### src/rtl/div_pkg.sv
// Shared types and sizing for the sequential restoring divider.
package div_pkg;

  localparam int DIV_WIDTH = 32;
  localparam int DIV_CNT_W = $clog2(DIV_WIDTH + 1);

  typedef enum logic [1:0] {
    IDLE = 2'd0,
    RUN  = 2'd1,
    FIX  = 2'd2,
    DONE = 2'd3
  } div_state_t;

endpackage

### src/rtl/div_step.sv
// One restoring shift-subtract step on unsigned magnitudes.
module div_step
  import div_pkg::*;
#(
  parameter int WIDTH = DIV_WIDTH
) (
  input  logic [WIDTH-1:0] rem,
  input  logic             dvd_msb,
  input  logic [WIDTH-1:0] dvs,
  output logic [WIDTH-1:0] rem_next,
  output logic             q_bit
);

  logic [WIDTH:0] shifted;
  logic [WIDTH:0] diff;

  // Compare at WIDTH+1 bits so the bit shifted out of rem is never lost.
  always_comb begin
    shifted  = {rem, dvd_msb};
    diff     = shifted - {1'b0, dvs};
    q_bit    = (shifted >= {1'b0, dvs});
    rem_next = q_bit ? diff[WIDTH-1:0] : shifted[WIDTH-1:0];
  end

endmodule

### src/rtl/div_restoring.sv
// Signed restoring divider: quotient on lo, remainder on hi, one quotient bit per cycle.
module div_restoring
  import div_pkg::*;
#(
  parameter int WIDTH = DIV_WIDTH
) (
  input  logic             clk,
  input  logic             reset,
  input  logic [WIDTH-1:0] a,
  input  logic [WIDTH-1:0] b,
  input  logic             init,
  output logic             busy,
  output logic             done,
  output logic             div_zero,
  output logic [WIDTH-1:0] hi,
  output logic [WIDTH-1:0] lo,
  output div_state_t       state_dbg
);

  localparam int CW = $clog2(WIDTH + 1);

  div_state_t       state;
  logic [WIDTH-1:0] dvd;
  logic [WIDTH-1:0] dvs;
  logic [WIDTH-1:0] rem;
  logic             sign_q;
  logic             sign_r;
  logic [CW-1:0]    count;

  logic [WIDTH-1:0] abs_a;
  logic [WIDTH-1:0] abs_b;
  logic [WIDTH-1:0] rem_next;
  logic             q_bit;

  // Two's-complement magnitude; the most negative value maps to itself read as unsigned.
  always_comb begin
    abs_a = a[WIDTH-1] ? (~a + 1'b1) : a;
    abs_b = b[WIDTH-1] ? (~b + 1'b1) : b;
  end

  div_step #(.WIDTH(WIDTH)) u_step (
    .rem      (rem),
    .dvd_msb  (dvd[WIDTH-1]),
    .dvs      (dvs),
    .rem_next (rem_next),
    .q_bit    (q_bit)
  );

  assign state_dbg = state;

  always_ff @(posedge clk or posedge reset) begin
    if (reset) begin
      state    <= IDLE;
      dvd      <= '0;
      dvs      <= '0;
      rem      <= '0;
      sign_q   <= 1'b0;
      sign_r   <= 1'b0;
      count    <= '0;
      busy     <= 1'b0;
      done     <= 1'b0;
      div_zero <= 1'b0;
      hi       <= '0;
      lo       <= '0;
    end else begin
      done <= 1'b0;
      case (state)
        IDLE: begin
          if (init) begin
            busy <= 1'b1;
            if (b == '0) begin
              div_zero <= 1'b1;
              done     <= 1'b1;
              state    <= DONE;
            end else begin
              dvd      <= abs_a;
              dvs      <= abs_b;
              rem      <= '0;
              sign_q   <= a[WIDTH-1] ^ b[WIDTH-1];
              sign_r   <= a[WIDTH-1];
              count    <= CW'(WIDTH);
              div_zero <= 1'b0;
              state    <= RUN;
            end
          end
        end
        RUN: begin
          // The dividend register doubles as the quotient register as bits shift in.
          dvd   <= {dvd[WIDTH-2:0], q_bit};
          rem   <= rem_next;
          count <= count - CW'(1);
          if (count == CW'(1)) state <= FIX;
        end
        FIX: begin
          lo    <= sign_q ? (~dvd + 1'b1) : dvd;
          hi    <= sign_r ? (~rem + 1'b1) : rem;
          done  <= 1'b1;
          state <= DONE;
        end
        DONE: begin
          busy  <= 1'b0;
          state <= IDLE;
        end
        default: state <= IDLE;
      endcase
    end
  end

endmodule

### config.mk
export PLATFORM = sky130hd
export DESIGN_NAME = div_restoring
export DESIGN_NICKNAME = d
export VERILOG_FILES = /design/src/rtl/div_pkg.sv /design/src/rtl/div_step.sv /design/src/rtl/div_restoring.sv
export SDC_FILE = /design/constraint.sdc
export NUM_CORES = 1
export LEC_CHECK = 0
export BUFFER_PORTS_ARGS = -buffer_cell sky130_fd_sc_hd__buf_2
export CORE_MARGIN = 8
export CORE_UTILIZATION = 60
export DETAILED_ROUTE_END_ITERATION = 8
export PLACE_DENSITY = 0.86
export SYNTH_ARGS = -nofsm -noshare
export SYNTH_HDL_FRONTEND = slang
export SYNTH_HIERARCHICAL = 1
export SYNTH_SLANG_ARGS = --single-unit
### constraint.sdc
create_clock -name clk -period 8.95 [get_ports clk]
set_input_delay 0.895 -clock clk [delete_from_list [all_inputs] [get_ports clk]]
set_output_delay 0.895 -clock clk [all_outputs]
set_load 0.1 [all_outputs]
# Yosys cells after proc, flatten, opt, wreduce, memory -nomap -nowiden
# Index checks and enable logic that the tools add are counted.
[op_classes] n_addsub=6 magnitude_cmp=1 n_eq_ne=7 muxes=23 n_bitwise=6 n_reduce_logical=9
[op_table] op="$mux 32" n=9
[op_table] op="$add 32x1->32 const B" n=4
[op_table] op="$not 32->32" n=4
[op_table] op="$pmux 32 s2" n=2
[op_table] op="$ge 33x32->1" n=1
[op_table] op="$logic_not 32->1" n=1
[op_table] op="$sub 32x32->32" n=1
[op_table] op="$mux 6" n=2
[op_table] op="$pmux 6 s2" n=1
[op_table] op="$pmux 2 s4" n=1
[op_table] op="$eq 6x1->1 const B" n=1
[op_table] op="$mux 2" n=3
[op_table] op="$ne 2x2->1 const B" n=3
[op_table] op="$reduce_and 2->1" n=3
[op_table] op="$reduce_and 3->1" n=2
[op_table] op="$sub 6x1->6 const B" n=1
[op_table] op="$eq 2x2->1 const B" n=2
[op_table] op="$pmux 1 s2" n=2
[op_table] op="$reduce_bool 2->1" n=2
[op_table] op="$mux 1" n=3
[op_table] op="$eq 2x1->1 const B" n=1
[op_table] op="$logic_not 2->1" n=1
[op_table] op="$not 1->1" n=1
[op_table] op="$xor 1x1->1" n=1
[totals] regBits=173 input_bits=67 output_inout_bits=69 elab_cells=64

# Logic depth before layout (Yosys ltp)
[logic_depth] word_depth=6 depth_mapped=16 depth_no_buf=13

# Modules after synthesis
# The synthesis kept the hierarchy.
[modules_own_cells] module="div_restoring" instances=1 cells_each=1056 area_each_um2=9521.6 seq_area_each_um2=4329.2
[modules_own_cells] module="div_step" instances=1 cells_each=323 area_each_um2=2331.0 seq_area_each_um2=0.0

# Worst setup path after synthesis
# Ideal clock, no wire load.
[synth_path] kind="register to register" from="reg rem[9]" to="reg rem[21]" setup_time_ns=0.132 t_arrival_ns=2.887 t_required_ns=8.818 slack_ns=5.931 path_stages_with_launch=16 n_path_buf=3 period_less_slack_ns=3.019 cell_sequence="dfrtp_1 ha_1 clkbuf_1 nand4_1 a211oi_1 or3_4 nor4b_4 o21ai_2 a31oi_4 o21a_4 inv_2 buf_6 buf_12 mux2_4 nand2_1 o21ai_1"
[synth_between] elab_chain_len=3 word_cells_on_any_way=4 classes_between="add/sub: 1; order compare: 1; mux: 2"
[synth_lines] element="start, declared" line="div_restoring.sv:25" text="logic [WIDTH-1:0] rem;"
[synth_lines] element="start signal, assigned" line="div_restoring.sv:90" text="rem <= rem_next;"
[synth_lines] element="$ge 33x32->1" line="div_step.sv:21" text="q_bit = (shifted >= {1'b0, dvs});"
[synth_lines] element="via q_bit" line="div_restoring.sv:33" text="logic q_bit;"
[synth_lines] element="$mux 32" line="div_step.sv:22" text="rem_next = q_bit ? diff[WIDTH-1:0] : shifted[WIDTH-1:0];"
[synth_lines] element="via rem_next[21]" line="div_restoring.sv:32" text="logic [WIDTH-1:0] rem_next;"
[synth_lines] element="$pmux 32 s2" line="div_restoring.sv:67" text="case (state)"
# The timed path passes the listed nets, and every way through them passes these cells.
# A chain may end at the register's enable or synchronous reset.

# Final worst setup path
[layout_path] from="in b[9]" to="reg rem[17]"
[layout_between] elab_chain_len=3
[layout_lines] element="start, declared" line="div_restoring.sv:10" text="input logic [WIDTH-1:0] b,"
[layout_lines] element="$logic_not 32->1" line="div_restoring.sv:71" text="if (b == '0) begin"
[layout_lines] element="$ne 2x2->1 (no source line)"
[layout_lines] element="$reduce_and 3->1 (no source line)"
# No other way between the ends.

==> run summary <==
status -> completed
largest net degree at the start of global routing -> 112
crit path DAT -> 4580 ps
Min-Delay Path Class -> reg -> reg
area leader, netlist -> dfrtp_1
routed vias/inst -> 5.878
biggest cell delay along the critical path -> 830 ps
Tightest Pin Transition -> 1022 ps
Buf/Inv on CP -> 2
maximum vdd ir drop -> 0.0005383 V
Synth Cell Area -> 11850 um2
Fmax -> 236.0 MHz
root buffer cell -> clkbuf_16
RSZ-0062 raised after global routing -> false
sequential cell area -> 4329 um2
DRC Markers -> 0
Synth Warn # -> 6
top post-synthesis cells by area -> dfrtp_1 (37%), xor2_1 (7.1%), a21oi_1 (5.4%), nand2_1 (5.2%), ha_1 (4.4%)
GPL Wtd Cong -> 0.9340
Layout fillers -> 1537
hold bufs inserted after CTS -> 0
dpl ws -> 4366 ps
crit-path max FO -> 99
Hold Slack -> 488.5 ps
Clock Tree Buf Depth -> 2
Die ar. -> 24510 um2
Tcrit/Tclk final -> 47.35%
clk_lat worst skew -> 440 ps
Cell Pwr Density -> 390.6 nW/um2
FFs w/ async S/R, synth -> 100.0%
iteration-0 DRC count of the detailed router -> 671
HPWL after detailed placement -> 20.95 mm
Syn Nets -> 1489
Core ar. -> 19400 um2
EDFF count, synth -> 0
max_cap viols -> 0
width of the die -> 156.6 um
crit path kind -> in -> reg
CTS sink cnt -> 173
overall power -> 0.005177 W
initial antenna violation count -> 0
crit-path cells -> buf_2 -> nor4_1 -> nand4_1 -> or4_1 -> a21oi_4 -> buf_4 -> nand2_1 -> o21ai_1
cells after synthesis -> 1379
Die Y -> 156.6 um
H-tree depth -> 4
slowest library cell on the worst path -> buf_4
vias in the first global route -> 9801
sum of negative setup slack -> 0 ps
Slew HR -> 31.85%
Leak -> 6.069 nW
initial core utilization -> 61.10%
sequential share of the synthesized area -> 36.52%
fin nets -> 1574
dominant synthesized flop cell -> dfrtp_1
share of post-route cells with drive strength above 1 -> 16.26%
grt total ovfl -> 0
Distinct cells, synth -> 70
Total Routed Length -> 29.08 mm
global-route wire length before repair -> 47.90 mm
Port Buffers -> 135
crit start category -> primary input
CP required -> 9290 ps
final worst path period need -> 4238 ps
DRT antenna net count -> 0
crit end category -> register
area of the multi-input gates -> 6985 um2
flops & latches, synth -> 173
CTS Buf Count -> 17
row cnt -> 51
CTS tree -> yes
ANT cells -> 0
final worst setup slack -> 4712 ps
endpoints failing setup -> 0
first-pass detailed-route iteration total -> 5
Worst Skew -> 8.908 ps
Synth top area share -> 36.52%
routed len/inst -> 16.70 um
endpoints failing hold -> 0
Crit path max-delay family -> simple AND/OR/NAND/NOR gates
Slew Limit Fails -> 0
final core utilization -> 68.32%
clock-pin slew on the worst setup and hold paths -> 60 ps
Post-CTS Setup Repair Bufs -> 0
Mean Syn Cell Area -> 8.595 um2
CTS resizes -> 0
I/O pins -> 136
Area Growth Syn to Fin -> 11.81%
GRT Total Usage -> 23.93%
total number of vias -> 10230
flip-flops by register name (all words and copies together) (netlist names):
signal     cells
dvs           32
div_zero       1
lo            32
state_dbg      2
sign_r         1
done           1
count          6
sign_q         1
rem           32
dvd           32
hi            32
busy           1
kinds of logic after synthesis:
logic type	Yosys count	synth area share [%]
buffers and inverters	136	4.792
muxes	68	6.471
AOI/OAI and AO/OA	371	19.49
and+or+nand+nor	443	17.41
DFF	173	36.52
xor gates and xnor gates	145	10.71
adders and majority gates	43	4.603
cell usage in the layout (no fill, tap or decap), drive strengths merged, types with 10 or more instances in the layout:
master,instances
nor4,11
inv,61
mux2i,29
o31ai,37
dfrtp,173
or4,24
nor3,20
o41ai,29
xnor2,49
or3,20
a21oi,129
nand3,17
a21o,10
ha,42
nand2,163
buf,142
o21ai,121
nand4,12
clkbuf,22
nor2,137
xor2,96
nor2b,10
mux2,39
metal layers:
| layer | GRT usage [%] | wire length (um) | up-vias | part of all wire (%) |
|---|---|---|---|---|
| met5 | 0 | 0 | - | 0 |
| met4 | 8.924 | 601 | 0 | 2.1 |
| met3 | 4.220 | 1819 | 46 | 6.3 |
| met2 | 37.44 | 13280 | 323 | 46 |
| met1 | 32.63 | 13380 | 4821 | 46 |
| li1 | - | - | 5043 | - |
power by group:
part	internal, W	switching, W
sequential	0.00110	0.000278
combinational	0.000747	0.00223
clock	0.000511	0.000308
total	0.00236	0.00282
through the flow:
stage	instances	cell area, um2
3_5_place_dp	1710	12600
5_1_grt	1741	13250
6_report	1741	13250
4_1_cts	1741	13250
3_3_place_gp	1710	12600
2_1_floorplan	1379	11850
Yosys cell counts, drive strengths merged, types with 3 or more instances:
| library cell | count |
|---|---|
| a211oi | 3 |
| a21boi | 4 |
| a21o | 10 |
| a21oi | 129 |
| a221o | 4 |
| a221oi | 3 |
| a31o | 3 |
| a31oi | 8 |
| and2 | 3 |
| and3 | 4 |
| buf | 21 |
| clkbuf | 55 |
| dfrtp | 173 |
| ha | 42 |
| inv | 60 |
| mux2 | 39 |
| mux2i | 29 |
| nand2 | 163 |
| nand2b | 6 |
| nand3 | 17 |
| nand4 | 12 |
| nor2 | 137 |
| nor2b | 10 |
| nor3 | 20 |
| nor3b | 4 |
| nor4 | 11 |
| nor4b | 3 |
| o211ai | 3 |
| o21a | 5 |
| o21ai | 121 |
| o21bai | 4 |
| o31ai | 37 |
| o41ai | 29 |
| or2 | 4 |
| or3 | 20 |
| or4 | 24 |
| xnor2 | 49 |
| xor2 | 96 |
final cells by class:
type / count / area share [%]
Clock buffer: 22 / 3.503
Inverter: 60 / 1.737
Multi-Input combinational cell: 1070 / 52.71
Timing Repair Buffer: 142 / 5.495
Tap cell: 265 / 2.502
Clock inverter: 9 / 1.388
Sequential cell: 173 / 32.67
worst paths after layout:
path | startpoint | end | slack, ps | depth (start not counted)
worst max-delay path | b[9] | rem[17] | 4710 | 8
worst min-delay path | div_zero | div_zero | 490 | 2
worst max register to register | rem[9] | rem[17] | 5190 | 12
worst min register to register | div_zero | div_zero | 490 | 2
max in group asynchronous | reset | hi[6] | 6910 | 3
min in group asynchronous | reset | lo[15] | 700 | 2
worst min-delay path, stage by stage (launching register included):
cell     delay [ps]
dfrtp_1         350
nand2_1          50
nand2_1          60
Note: power is estimated with default switching activity, not from simulation.
